### src/rtl/vga_plot_arbiter.sv
// Four-way round-robin arbiter for a single VGA pixel write port.
// The owner streams pixels until it signals last, hits BURST_LIMIT or drops its request.
module vga_plot_arbiter #(
  parameter int unsigned BURST_LIMIT = 256
) (
  input  logic        clock,
  input  logic        reset,
  input  logic [3:0]  req,
  input  logic [3:0]  valid,
  input  logic [3:0]  last,
  input  logic [31:0] x_in,
  input  logic [27:0] y_in,
  input  logic [11:0] col_in,
  output logic [3:0]  grant,
  output logic [3:0]  ready,
  output logic [7:0]  x,
  output logic [6:0]  y,
  output logic [2:0]  colour,
  output logic        plot,
  output logic        busy
);

  typedef enum logic [0:0] {StIdle, StGrant} state_e;

  state_e      r_state, w_state_next;
  logic [1:0]  r_owner, w_owner_next;
  logic [1:0]  r_rr_ptr, w_rr_ptr_next;
  logic [1:0]  w_sel;
  logic [16:0] r_count, w_count_next;
  logic        w_accept, w_limit, w_release;
  logic [7:0]  w_x;
  logic [6:0]  w_y;
  logic [2:0]  w_col;

  // Walk offsets high to low so the lowest offset from rr_ptr wins.
  always_comb begin
    logic [1:0] idx;
    w_sel = r_rr_ptr;
    for (int k = 3; k >= 0; k--) begin
      idx = r_rr_ptr + 2'(k);
      if (req[idx]) w_sel = idx;
    end
  end

  assign busy     = (r_state == StGrant);
  assign grant    = busy ? (4'b0001 << r_owner) : 4'b0000;
  assign ready    = (busy && !reset) ? (grant & valid & req) : 4'b0000;
  assign w_accept = |ready;
  assign w_limit  = (r_count + 17'd1) == 17'(BURST_LIMIT);
  assign w_release = busy && (!req[r_owner] || (w_accept && (last[r_owner] || w_limit)));

  always_comb begin
    w_x   = x_in[7:0];
    w_y   = y_in[6:0];
    w_col = col_in[2:0];
    unique case (r_owner)
      2'd0: begin w_x = x_in[7:0];   w_y = y_in[6:0];   w_col = col_in[2:0];  end
      2'd1: begin w_x = x_in[15:8];  w_y = y_in[13:7];  w_col = col_in[5:3];  end
      2'd2: begin w_x = x_in[23:16]; w_y = y_in[20:14]; w_col = col_in[8:6];  end
      2'd3: begin w_x = x_in[31:24]; w_y = y_in[27:21]; w_col = col_in[11:9]; end
      default: ;
    endcase
  end

  always_comb begin
    w_state_next  = r_state;
    w_owner_next  = r_owner;
    w_rr_ptr_next = r_rr_ptr;
    w_count_next  = r_count;
    unique case (r_state)
      StIdle: begin
        if (|req) begin
          w_state_next = StGrant;
          w_owner_next = w_sel;
          w_count_next = 17'd0;
        end
      end
      StGrant: begin
        if (w_accept && r_count != 17'h1ffff) w_count_next = r_count + 17'd1;
        if (w_release) begin
          w_state_next  = StIdle;
          w_rr_ptr_next = r_owner + 2'd1;
        end
      end
      default: w_state_next = StIdle;
    endcase
  end

  always_ff @(posedge clock) begin
    if (reset) begin
      r_state  <= StIdle;
      r_owner  <= 2'd0;
      r_rr_ptr <= 2'd0;
      r_count  <= 17'd0;
      plot     <= 1'b0;
      x        <= 8'd0;
      y        <= 7'd0;
      colour   <= 3'd0;
    end else begin
      r_state  <= w_state_next;
      r_owner  <= w_owner_next;
      r_rr_ptr <= w_rr_ptr_next;
      r_count  <= w_count_next;
      plot     <= w_accept;
      if (w_accept) begin
        x      <= w_x;
        y      <= w_y;
        colour <= w_col;
      end
    end
  end

endmodule

### config.mk
export PLATFORM = sky130hd
export DESIGN_NAME = vga_plot_arbiter
export DESIGN_NICKNAME = d
export VERILOG_FILES = /design/src/rtl/vga_plot_arbiter.sv
export SDC_FILE = /design/constraint.sdc
export NUM_CORES = 1
export LEC_CHECK = 0
export CAP_MARGIN = 15
export CORE_UTILIZATION = 30
export CTS_CLUSTER_SIZE = 20
export DETAILED_ROUTE_END_ITERATION = 10
export SLEW_MARGIN = 10
export SYNTH_ARGS = -nofsm -noshare
export SYNTH_HDL_FRONTEND = slang
export SYNTH_SLANG_ARGS = --single-unit
### constraint.sdc
create_clock -name clock -period 3.65 [get_ports clock]
set_input_delay 0.365 -clock clock [delete_from_list [all_inputs] [get_ports clock]]
set_output_delay 0.365 -clock clock [all_outputs]
set_load 0.1 [all_outputs]
Yosys cells after proc, flatten, opt, wreduce, memory -nomap -nowiden
Cells that the tools add are included.
Widths: inputs -> output; s select.
{"block": "totals", "regBits": 41, "input_bits": 86}
{"block": "classes", "n_addsub": 5, "mux": 27, "reduce_logical": 14, "shifts": 1, "n_bitwise": 3, "n_eq_ne": 7, "n_lt_le_gt_ge": 5}
{"op": "$mux 17", "n": 2}
{"op": "$pmux 17 s2", "n": 1}
{"op": "$pmux 8 s4", "n": 1}
{"op": "$pmux 7 s4", "n": 1}
{"op": "$add 17x1->17 const B", "n": 1}
{"op": "$eq 17x9->1 const B", "n": 1}
{"op": "$ne 17x17->1 const B", "n": 1}
{"op": "$lt 2x3->1 const B", "n": 5}
{"op": "$bmux 1 s2", "n": 6}
{"op": "$pmux 3 s4", "n": 1}
{"op": "$and 4x4->4", "n": 2}
{"op": "$mux 1", "n": 8}
{"op": "$mux 2", "n": 4}
{"op": "$mux 4", "n": 2}
{"op": "$reduce_or 4->1", "n": 2}
{"op": "$reduce_and 2->1", "n": 3}
{"op": "$add 2x1->2 const B", "n": 2}
{"op": "$add 2x2->2 const B", "n": 2}
{"op": "$eq 2x2->1 const B", "n": 2}
{"op": "$logic_and 1x1->1", "n": 4}
{"op": "$shl 1x2->4 const A", "n": 1}
{"op": "$eq 2x1->1 const B", "n": 1}
{"op": "$logic_not 1->1", "n": 2}
{"op": "$logic_not 2->1", "n": 1}
{"op": "other kinds (5)", "n": 6}

Logic depth before layout (Yosys ltp)
Gate-level depths: netlist (run 1).
{"block": "depth", "ltp_word": 11, "mapped_depth": 12}

Worst setup path before layout (run 1)
No wires, ideal clock.
{"block": "synth_timing", "path_type": "reg-to-reg", "from": "register r_state, in the netlist busy", "to": "register r_rr_ptr[0]", "setup_time_ns": 0.121, "setup_slack_ns": 0.316, "t_arrival_ns": 3.213, "path_buffers": 1, "path_stages_with_launch": 9, "path_cell_list": "dfxtp_1 > nand2b_1 > or2_2 > inv_1 > nor4_2 > buf_2 > a2111oi_4 > a41oi_2 > mux2_4"}
{"block": "synth_between", "elab_chain_cells": 9, "elab_cells_between_ends": 10, "classes_between": "mux (2); bitwise (2); reduce/logical (6)"}
{"element": "start, declared", "line": "25", "source": "state_e r_state, w_state_next;"}
{"element": "start signal, assigned", "line": "91", "source": "r_state <= StIdle;"}
{"element": "start signal, assigned", "line": "100", "source": "r_state <= w_state_next;"}
{"element": "$mux 4", "line": "46", "source": "assign grant = busy ? (4'b0001 << r_owner) : 4'b0000;"}
{"element": "$and 4x4->4 (2 in a row)", "line": "47", "source": "assign ready = (busy && !reset) ? (grant & valid & req) : 4'b0000;"}
{"element": "$mux 4 *", "line": "47"}
{"element": "net ready[3]", "line": "15", "source": "output logic [3:0] ready,"}
{"element": "$reduce_or 4->1 *", "line": "48", "source": "assign w_accept = |ready;"}
{"element": "$logic_and 1x1->1 *", "line": "50", "source": "assign w_release = busy && (!req[r_owner] || (w_accept && (last[r_owner] || w_limit)));"}
{"element": "$logic_or 1x1->1 *", "line": "50"}
{"element": "$logic_and 1x1->1 *", "line": "50"}
{"element": "$reduce_and 2->1 (no source line) *"}
{"element": "end signal, assigned", "line": "102", "source": "r_rr_ptr <= w_rr_ptr_next;"}
{"element": "end, declared", "line": "27", "source": "logic [1:0] r_rr_ptr, w_rr_ptr_next;"}
The timed path passes the listed nets; every way through them passes the cells marked *.
A chain may end at the register's enable or synchronous reset.

Final worst setup path (run 1)
{"block": "layout_timing", "from": "register r_count[0]", "to": "register r_rr_ptr[0]"}
{"block": "layout_between", "elab_chain_cells": 7}
{"element": "start, declared", "line": "29", "source": "logic [16:0] r_count, w_count_next;"}
{"element": "start signal, assigned", "line": "103", "source": "r_count <= w_count_next;"}
{"element": "$add 17x1->17", "line": "49", "source": "assign w_limit = (r_count + 17'd1) == 17'(BURST_LIMIT);"}
{"element": "$eq 17x9->1", "line": "49"}
{"element": "$logic_or 1x1->1", "line": "50"}
{"element": "$logic_and 1x1->1", "line": "50"}
{"element": "$logic_or 1x1->1", "line": "50"}
{"element": "$logic_and 1x1->1", "line": "50"}
{"element": "$reduce_and 2->1 (no source line)"}
Every way passes these cells.

==> run metrics, run 1 <==
chip width 96.2 um; layout overhead on the synthesized area 50.9%; signal arrival time at the worst endpoint 3460 ps; routed wirelength normalized by instance count 16.1 um; most repeated cell in the gate-level netlist after synthesis sky130_fd_sc_hd__dfxtp_1; final weighted congestion in routability-driven placement 0.803; setup ws final 375 ps; Leakage 1.42 nW; Remaining Overflow, GRT 0; Avg Inst Size Synth 7.87 um2; Post-Syn Nets 432; Setup Crit Path Kind reg -> reg; Max H-tree Level 2; number of warnings issued by yosys 0; CP endpoint r_rr_ptr[0]; maximum vdd drop 0.000228 V; DPL Wire Length 6500 um; Final period util 0.897; die extent in y 96.2 um; Worst-Skew Late Latency 300 ps; crit path capture type flip-flop; total clock buffers created by CTS 5; Req. time, crit path 3830 ps; RSZ-0062 raised after global routing no; actual transition at the worst max-transition pin 1060 ps; Netlist Area Pre-Place 2660 um2; IO Pins 114; Final Hold Viols 0; highest clock frequency the design can meet 0.305 GHz; cell taking the most area after synthesis sky130_fd_sc_hd__dfxtp_1; crit start category flip-flop; EDFF count, synth 0; maximum number of pins on one net before global-route repair 47; number of pins with negative max-slew slack in the final report 0; startpoint of the most critical register-to-register path r_count[0]; clock root cell sky130_fd_sc_hd__clkbuf_8; Post-CTS Setup Repair Bufs 0; number of antenna-violating nets in the routed design 0; global routing usage summed across all routing layers 0.195; clock-pin slew of the registers on the worst-case setup and hold paths 80 ps; post-detailed-route via-to-cell ratio 5.40; Yosys top cell area share 0.309; commonest register cell after synthesis sky130_fd_sc_hd__dfxtp_1; fraction of layout cells with a size suffix above 1 0.0936; DRC Markers 0; sequential fraction of the synthesis area 0.309; number of maximum-capacitance constraint violations 0; path type of the worst min-delay path reg -> reg; leading cell types by total area after synthesis sky130_fd_sc_hd__dfxtp_1 (31%), sky130_fd_sc_hd__a21oi_1 (7.5%), sky130_fd_sc_hd__a222oi_1 (6.8%); Power Dens Cells 322 nW/um2; first element of the critical path r_count[0]; core region area 8380 um2; setup_tns 0 ps; net count of the finished layout 531; commonest cells in the netlist sky130_fd_sc_hd__dfxtp_1 (41), sky130_fd_sc_hd__a21oi_1 (40), sky130_fd_sc_hd__nor2_1 (34); number of DRC markers in iteration 0 187; number of antenna violations at the first check in global routing 0; Initial Util 0.317; DR vias 2931; Max transition margin 0.290; synthesized instance count 338; CP max FO 8; sum of routed wire length over all layers 8740 um; post-cts resize count 0; register-to-register path setup slack 380 ps; number of hold buffers added after cts 0; status finished, final reports clean; number of global-route vias before repair 2901; total number of clock tree sinks 41; minimum setup slack after placement 406 ps; buffer depth of the longest clock path 2; number of distinct standard cells referenced by the synthesized netlist 48; CTS tree yes; async set or reset register ratio after synthesis 0; detailed-routing iteration count for the pre-antenna-repair pass 5; count of inserted antenna diode cells 0; Register-to-Register Path Depth 10; Core Rows 33; number of storage elements in the synthesis netlist 41; area of the die 9250 um2; Crit Reg-Reg Endpoint r_rr_ptr[0]; global-route wire length before repair 13900 um; number of port buffers 113; number of endpoints failing setup at the final stage 0; clock period minus final worst setup slack 3270 ps; worst setup skew after layout 8.55 ps
## cell type report
type | instances | area [um2]
Fill cell | 821 | 4370
Multi-Input combinational cell | 258 | 1690
Timing Repair Buffer | 120 | 1210
Sequential cell | 41 | 821
Tap cell | 105 | 131
Clock buffer | 6 | 82.6
Inverter | 11 | 41.3
Clock inverter | 2 | 37.5
## stage by stage
step                cells  area [um2]   util  power, W  hold WS [ps]
floorplan             338        2660      -  0.000749           452
global placement      535        3890  0.464  0.000918           463
detailed placement    535        3890  0.464  0.000919           479
CTS                   543        4010  0.479   0.00131           498
global route          543        4020  0.479   0.00136           520
finish                543        4020  0.479   0.00129           495
## worst min-delay path by stage
stage	startpoint	endpoint	slack (ps)	depth (start not counted)
CTS	r_count[16]	r_count[16]	500	2
detailed placement	y[0]	y[0]	480	2
floorplan	r_count[16]	r_count[16]	450	2
global route	colour[2]	colour[2]	520	2
finish	x[4]	x[4]	500	2
global placement	r_count[16]	r_count[16]	460	2
## registers in the layout, summed over array words and instances (netlist names)
name	cells
plot	1
busy	1
x	8
r_rr_ptr	2
y	7
r_count	17
r_owner	2
colour	3
## cells in the final DEF, fill, tap and decap left out, types with 2 or more instances in the layout
cell,Yosys,layout
sky130_fd_sc_hd__inv_1,10,10
sky130_fd_sc_hd__nor2_1,34,34
sky130_fd_sc_hd__or2_2,5,5
sky130_fd_sc_hd__nor3_1,18,18
sky130_fd_sc_hd__nand3_1,18,18
sky130_fd_sc_hd__and3_1,2,2
sky130_fd_sc_hd__o21ai_0,24,24
sky130_fd_sc_hd__mux4_2,2,2
sky130_fd_sc_hd__nand2b_1,8,8
sky130_fd_sc_hd__nor4_1,2,2
sky130_fd_sc_hd__or3_1,2,2
sky130_fd_sc_hd__a222oi_1,18,18
sky130_fd_sc_hd__mux2i_1,3,3
sky130_fd_sc_hd__clkbuf_8,0,6
sky130_fd_sc_hd__a31oi_1,2,2
sky130_fd_sc_hd__nand2_1,10,10
sky130_fd_sc_hd__a21oi_1,40,40
sky130_fd_sc_hd__a211oi_1,10,10
sky130_fd_sc_hd__dfxtp_1,41,41
sky130_fd_sc_hd__a41oi_1,3,3
sky130_fd_sc_hd__nand3b_1,22,22
sky130_fd_sc_hd__and2_1,6,6
sky130_fd_sc_hd__buf_4,0,11
sky130_fd_sc_hd__buf_12,0,4
sky130_fd_sc_hd__ha_1,8,7
sky130_fd_sc_hd__clkdlybuf4s50_1,0,105
## routing by layer
metal	GRT usage	wire length [um]
met1	0.233	3680
met2	0.322	4000
met3	0.0877	973
met4	0.0361	95
met5	0	0
## where the power goes
group	switching, W	total (W)	internal, W
Combinational	0.000250	0.000426	0.000177
Clock	0.000163	0.000386	0.000222
Sequential	0.0000178	0.000482	0.000465
Total	0.000431	0.00129	0.000864
## cell families after synthesis
family / synth area share
compound gates: 0.272
xor+xnor: 0.00329
simple gates: 0.284
buf+inv: 0.0611
mux: 0.0339
fa+ha+maj: 0.0376
flops: 0.309
## worst max-delay path, cell delays in order, from the launching register on
cell and delay, ps:
sky130_fd_sc_hd__dfxtp_1 470, sky130_fd_sc_hd__ha_1 350, sky130_fd_sc_hd__nand3_1 230, sky130_fd_sc_hd__nor3_1 280, sky130_fd_sc_hd__nand3_1 140, sky130_fd_sc_hd__nor2_1 160
sky130_fd_sc_hd__ha_1 260, sky130_fd_sc_hd__or3b_4 410, sky130_fd_sc_hd__a2111oi_4 330, sky130_fd_sc_hd__a41oi_2 210, sky130_fd_sc_hd__mux2_4 330
No activity file was read; power rests on OpenSTA's default activity.
==> inputs of run 2 (changes only) <==
--- a/config.mk
+++ b/config.mk
@@ -9,6 +9,7 @@
 export CORE_UTILIZATION = 30
 export CTS_CLUSTER_SIZE = 20
 export DETAILED_ROUTE_END_ITERATION = 10
+export PLACE_DENSITY = 0.62
 export SLEW_MARGIN = 10
 export SYNTH_ARGS = -nofsm -noshare
 export SYNTH_HDL_FRONTEND = slang
==> run 2 against run 1 <==
  * Critical path depth unchanged
  * Register-to-register slack got worse by 40 ps
  * Sequential cell count unchanged
  * Clock-buffer cell count down 1
  * First-iteration DRC count shrank 4.8%
  * Via count fell by 0.10%
  * Sequential share of layout area is 0.10 points lower
  * Cell count grew 0.74%
  * Non-clock buffer count grew 4
  * Sequential power about the same
  * Design area increased by 0.50%
  * Combinational power is 4% higher
  * Largest power group unchanged
==> run metrics, run 2 (same netlist as run 1, synthesis figures left out) <==
status finished, final reports clean; final weighted congestion in routability-driven placement 0.796; Switching Share 0.360; maximum vdd drop 0.000168 V; Setup Crit Path Kind reg -> reg; Power Internal 0.000790 W; area of the die 9250 um2; detailed-routing iteration count for the pre-antenna-repair pass 5; chip width 96.2 um; total clock buffers created by CTS 5; global routing usage summed across all routing layers 0.191; worst setup skew after layout 4.84 ps; Switch Pwr 0.000444 W; Final Hold Viols 0; Post-CTS Setup Repair Bufs 0; clock-pin slew of the registers on the worst-case setup and hold paths 90 ps; net count of the finished layout 535; total number of clock tree sinks 41; maximum number of pins on one net before global-route repair 43; number of global-route vias before repair 2815; global-route wire length before repair 13700 um; post-detailed-route via-to-cell ratio 5.35; clock root cell sky130_fd_sc_hd__clkbuf_8; largest registers in the final layout r_count x17, x x8, y x7; post-cts resize count 0; fraction of layout cells with a size suffix above 1 0.0973; highest clock frequency the design can meet 0.302 GHz; Combinational Power Share 0.360; DR vias 2928; Max H-tree Level 2; most common cell after layout, fill and taps aside sky130_fd_sc_hd__clkdlybuf4s50_1; number of endpoints failing setup at the final stage 0; CTS tree yes; Core Rows 33; routed wirelength normalized by instance count 15.5 um; Power Dens Cells 306 nW/um2; buffer depth of the longest clock path 2; Leakage 1.43 nW; number of hold buffers added after cts 0; IO Pins 114; layout overhead on the synthesized area 51.7%; number of pins with negative max-slew slack in the final report 0; setup_tns 0 ps; WHS 481 ps; actual transition at the worst max-transition pin 1040 ps; Max transition margin 0.304; Worst-Skew Late Latency 300 ps; Final period util 0.907; Initial Util 0.317; crit path capture type flip-flop; core region area 8380 um2; RSZ-0062 raised after global routing no; Remaining Overflow, GRT 0; number of antenna violations at the first check in global routing 0; number of flip-flops under the largest register name 17; number of DRC markers in iteration 0 178; count of inserted antenna diode cells 0; path type of the worst min-delay path reg -> reg; Req. time, crit path 3840 ps; signal arrival time at the worst endpoint 3500 ps; sequential share of power 0.388; number of port buffers 113; Clock Power Share 0.253; DRC Markers 0; clock period minus final worst setup slack 3310 ps; CP max FO 8; register with the most flip-flops r_count; sum of routed wire length over all layers 8500 um; commonest cells after routing, fill and taps aside sky130_fd_sc_hd__clkdlybuf4s50_1 (106), sky130_fd_sc_hd__dfxtp_1 (41), sky130_fd_sc_hd__a21oi_1 (40), sky130_fd_sc_hd__nor2_1 (34), sky130_fd_sc_hd__o21ai_0 (24); crit start category flip-flop; die extent in y 96.2 um; number of antenna-violating nets in the routed design 0; number of maximum-capacitance constraint violations 0; register-to-register path setup slack 340 ps; DPL Wire Length 6490 um
==> run 2: cell types whose count changed in the layout (fill, tap and decap cells not counted), sizes merged <==
cell | before | now
bufinv | 1 | 0
inv | 11 | 12
clkinv | 0 | 1
buf | 15 | 18
clkdlybuf4s50 | 105 | 106
clkbuf | 6 | 5
==> run 2: path summary, 6_finish.rpt <==
| path | startpoint | end | cells past startpoint |
|---|---|---|---|
| max reg2reg | r_count[0] | r_rr_ptr[0] | 10 |
| min | r_count[16] | r_count[16] | 2 |
| max | r_count[0] | r_rr_ptr[0] | 10 |
| min reg2reg | r_count[16] | r_count[16] | 2 |
==> run 2: layout make-up <==
| cell class | count | area, um2 |
|---|---|---|
| timing repair buffer | 124 | 1270 |
| sequential | 41 | 821 |
| fill | 834 | 4350 |
| multi-input combinational | 258 | 1690 |
| clock inverter | 3 | 21.3 |
| clock buffer | 5 | 68.8 |
| tap | 105 | 131 |
| inverter | 11 | 41.3 |
==> run 2: critical path, stage by stage (launching register included) <==
cell and delay, ps:
sky130_fd_sc_hd__dfxtp_1 480, sky130_fd_sc_hd__ha_1 360, sky130_fd_sc_hd__nand3_1 220, sky130_fd_sc_hd__nor3_1 310, sky130_fd_sc_hd__nand3_1 150, sky130_fd_sc_hd__nor2_1 120
sky130_fd_sc_hd__ha_1 250, sky130_fd_sc_hd__or3b_4 420, sky130_fd_sc_hd__a2111oi_4 330, sky130_fd_sc_hd__a41oi_2 230, sky130_fd_sc_hd__mux2_4 330
==> run 2: metrics by stage <==
stage | utilization | power (W) | instance area, um2 | cells | setup slack [ps]
after floorplan | - | 0.000749 | 2660 | 338 | 316
after global placement | 0.467 | 0.000920 | 3920 | 538 | 520
after detailed placement | 0.467 | 0.000922 | 3920 | 538 | 405
after CTS | 0.478 | 0.00124 | 4010 | 546 | 371
after global routing | 0.481 | 0.00130 | 4040 | 547 | 64.3
final | 0.481 | 0.00123 | 4040 | 547 | 339
==> run 2: layer usage <==
layer / part of all wire / GRT usage / wire length (um)
met5: 0 / 0 / 0
met4: 0.0094 / 0.0361 / 80
met3: 0.11 / 0.0893 / 896
met2: 0.47 / 0.313 / 3980
met1: 0.42 / 0.229 / 3540
==> run 2: power groups by stage <==
stage          clock network (W)  logic (W)  registers, W
2_1_floorplan                  0   0.000172      0.000577
3_3_place_gp                   0   0.000431      0.000488
3_5_place_dp                   0   0.000433      0.000489
4_1_cts                 0.000324   0.000436      0.000479
5_1_grt                 0.000343   0.000477      0.000481
6_report                0.000312   0.000444      0.000479
==> inputs of run 3 (changes only) <==
--- a/config.mk
+++ b/config.mk
@@ -9,6 +9,7 @@
 export CORE_UTILIZATION = 30
 export CTS_CLUSTER_SIZE = 20
 export DETAILED_ROUTE_END_ITERATION = 10
+export GPL_ROUTABILITY_DRIVEN = 0
 export PLACE_DENSITY = 0.62
 export SLEW_MARGIN = 10
 export SYNTH_ARGS = -nofsm -noshare
==> results of run 3 <==
Final layout, timing and power as in run 2 (identical DEF).
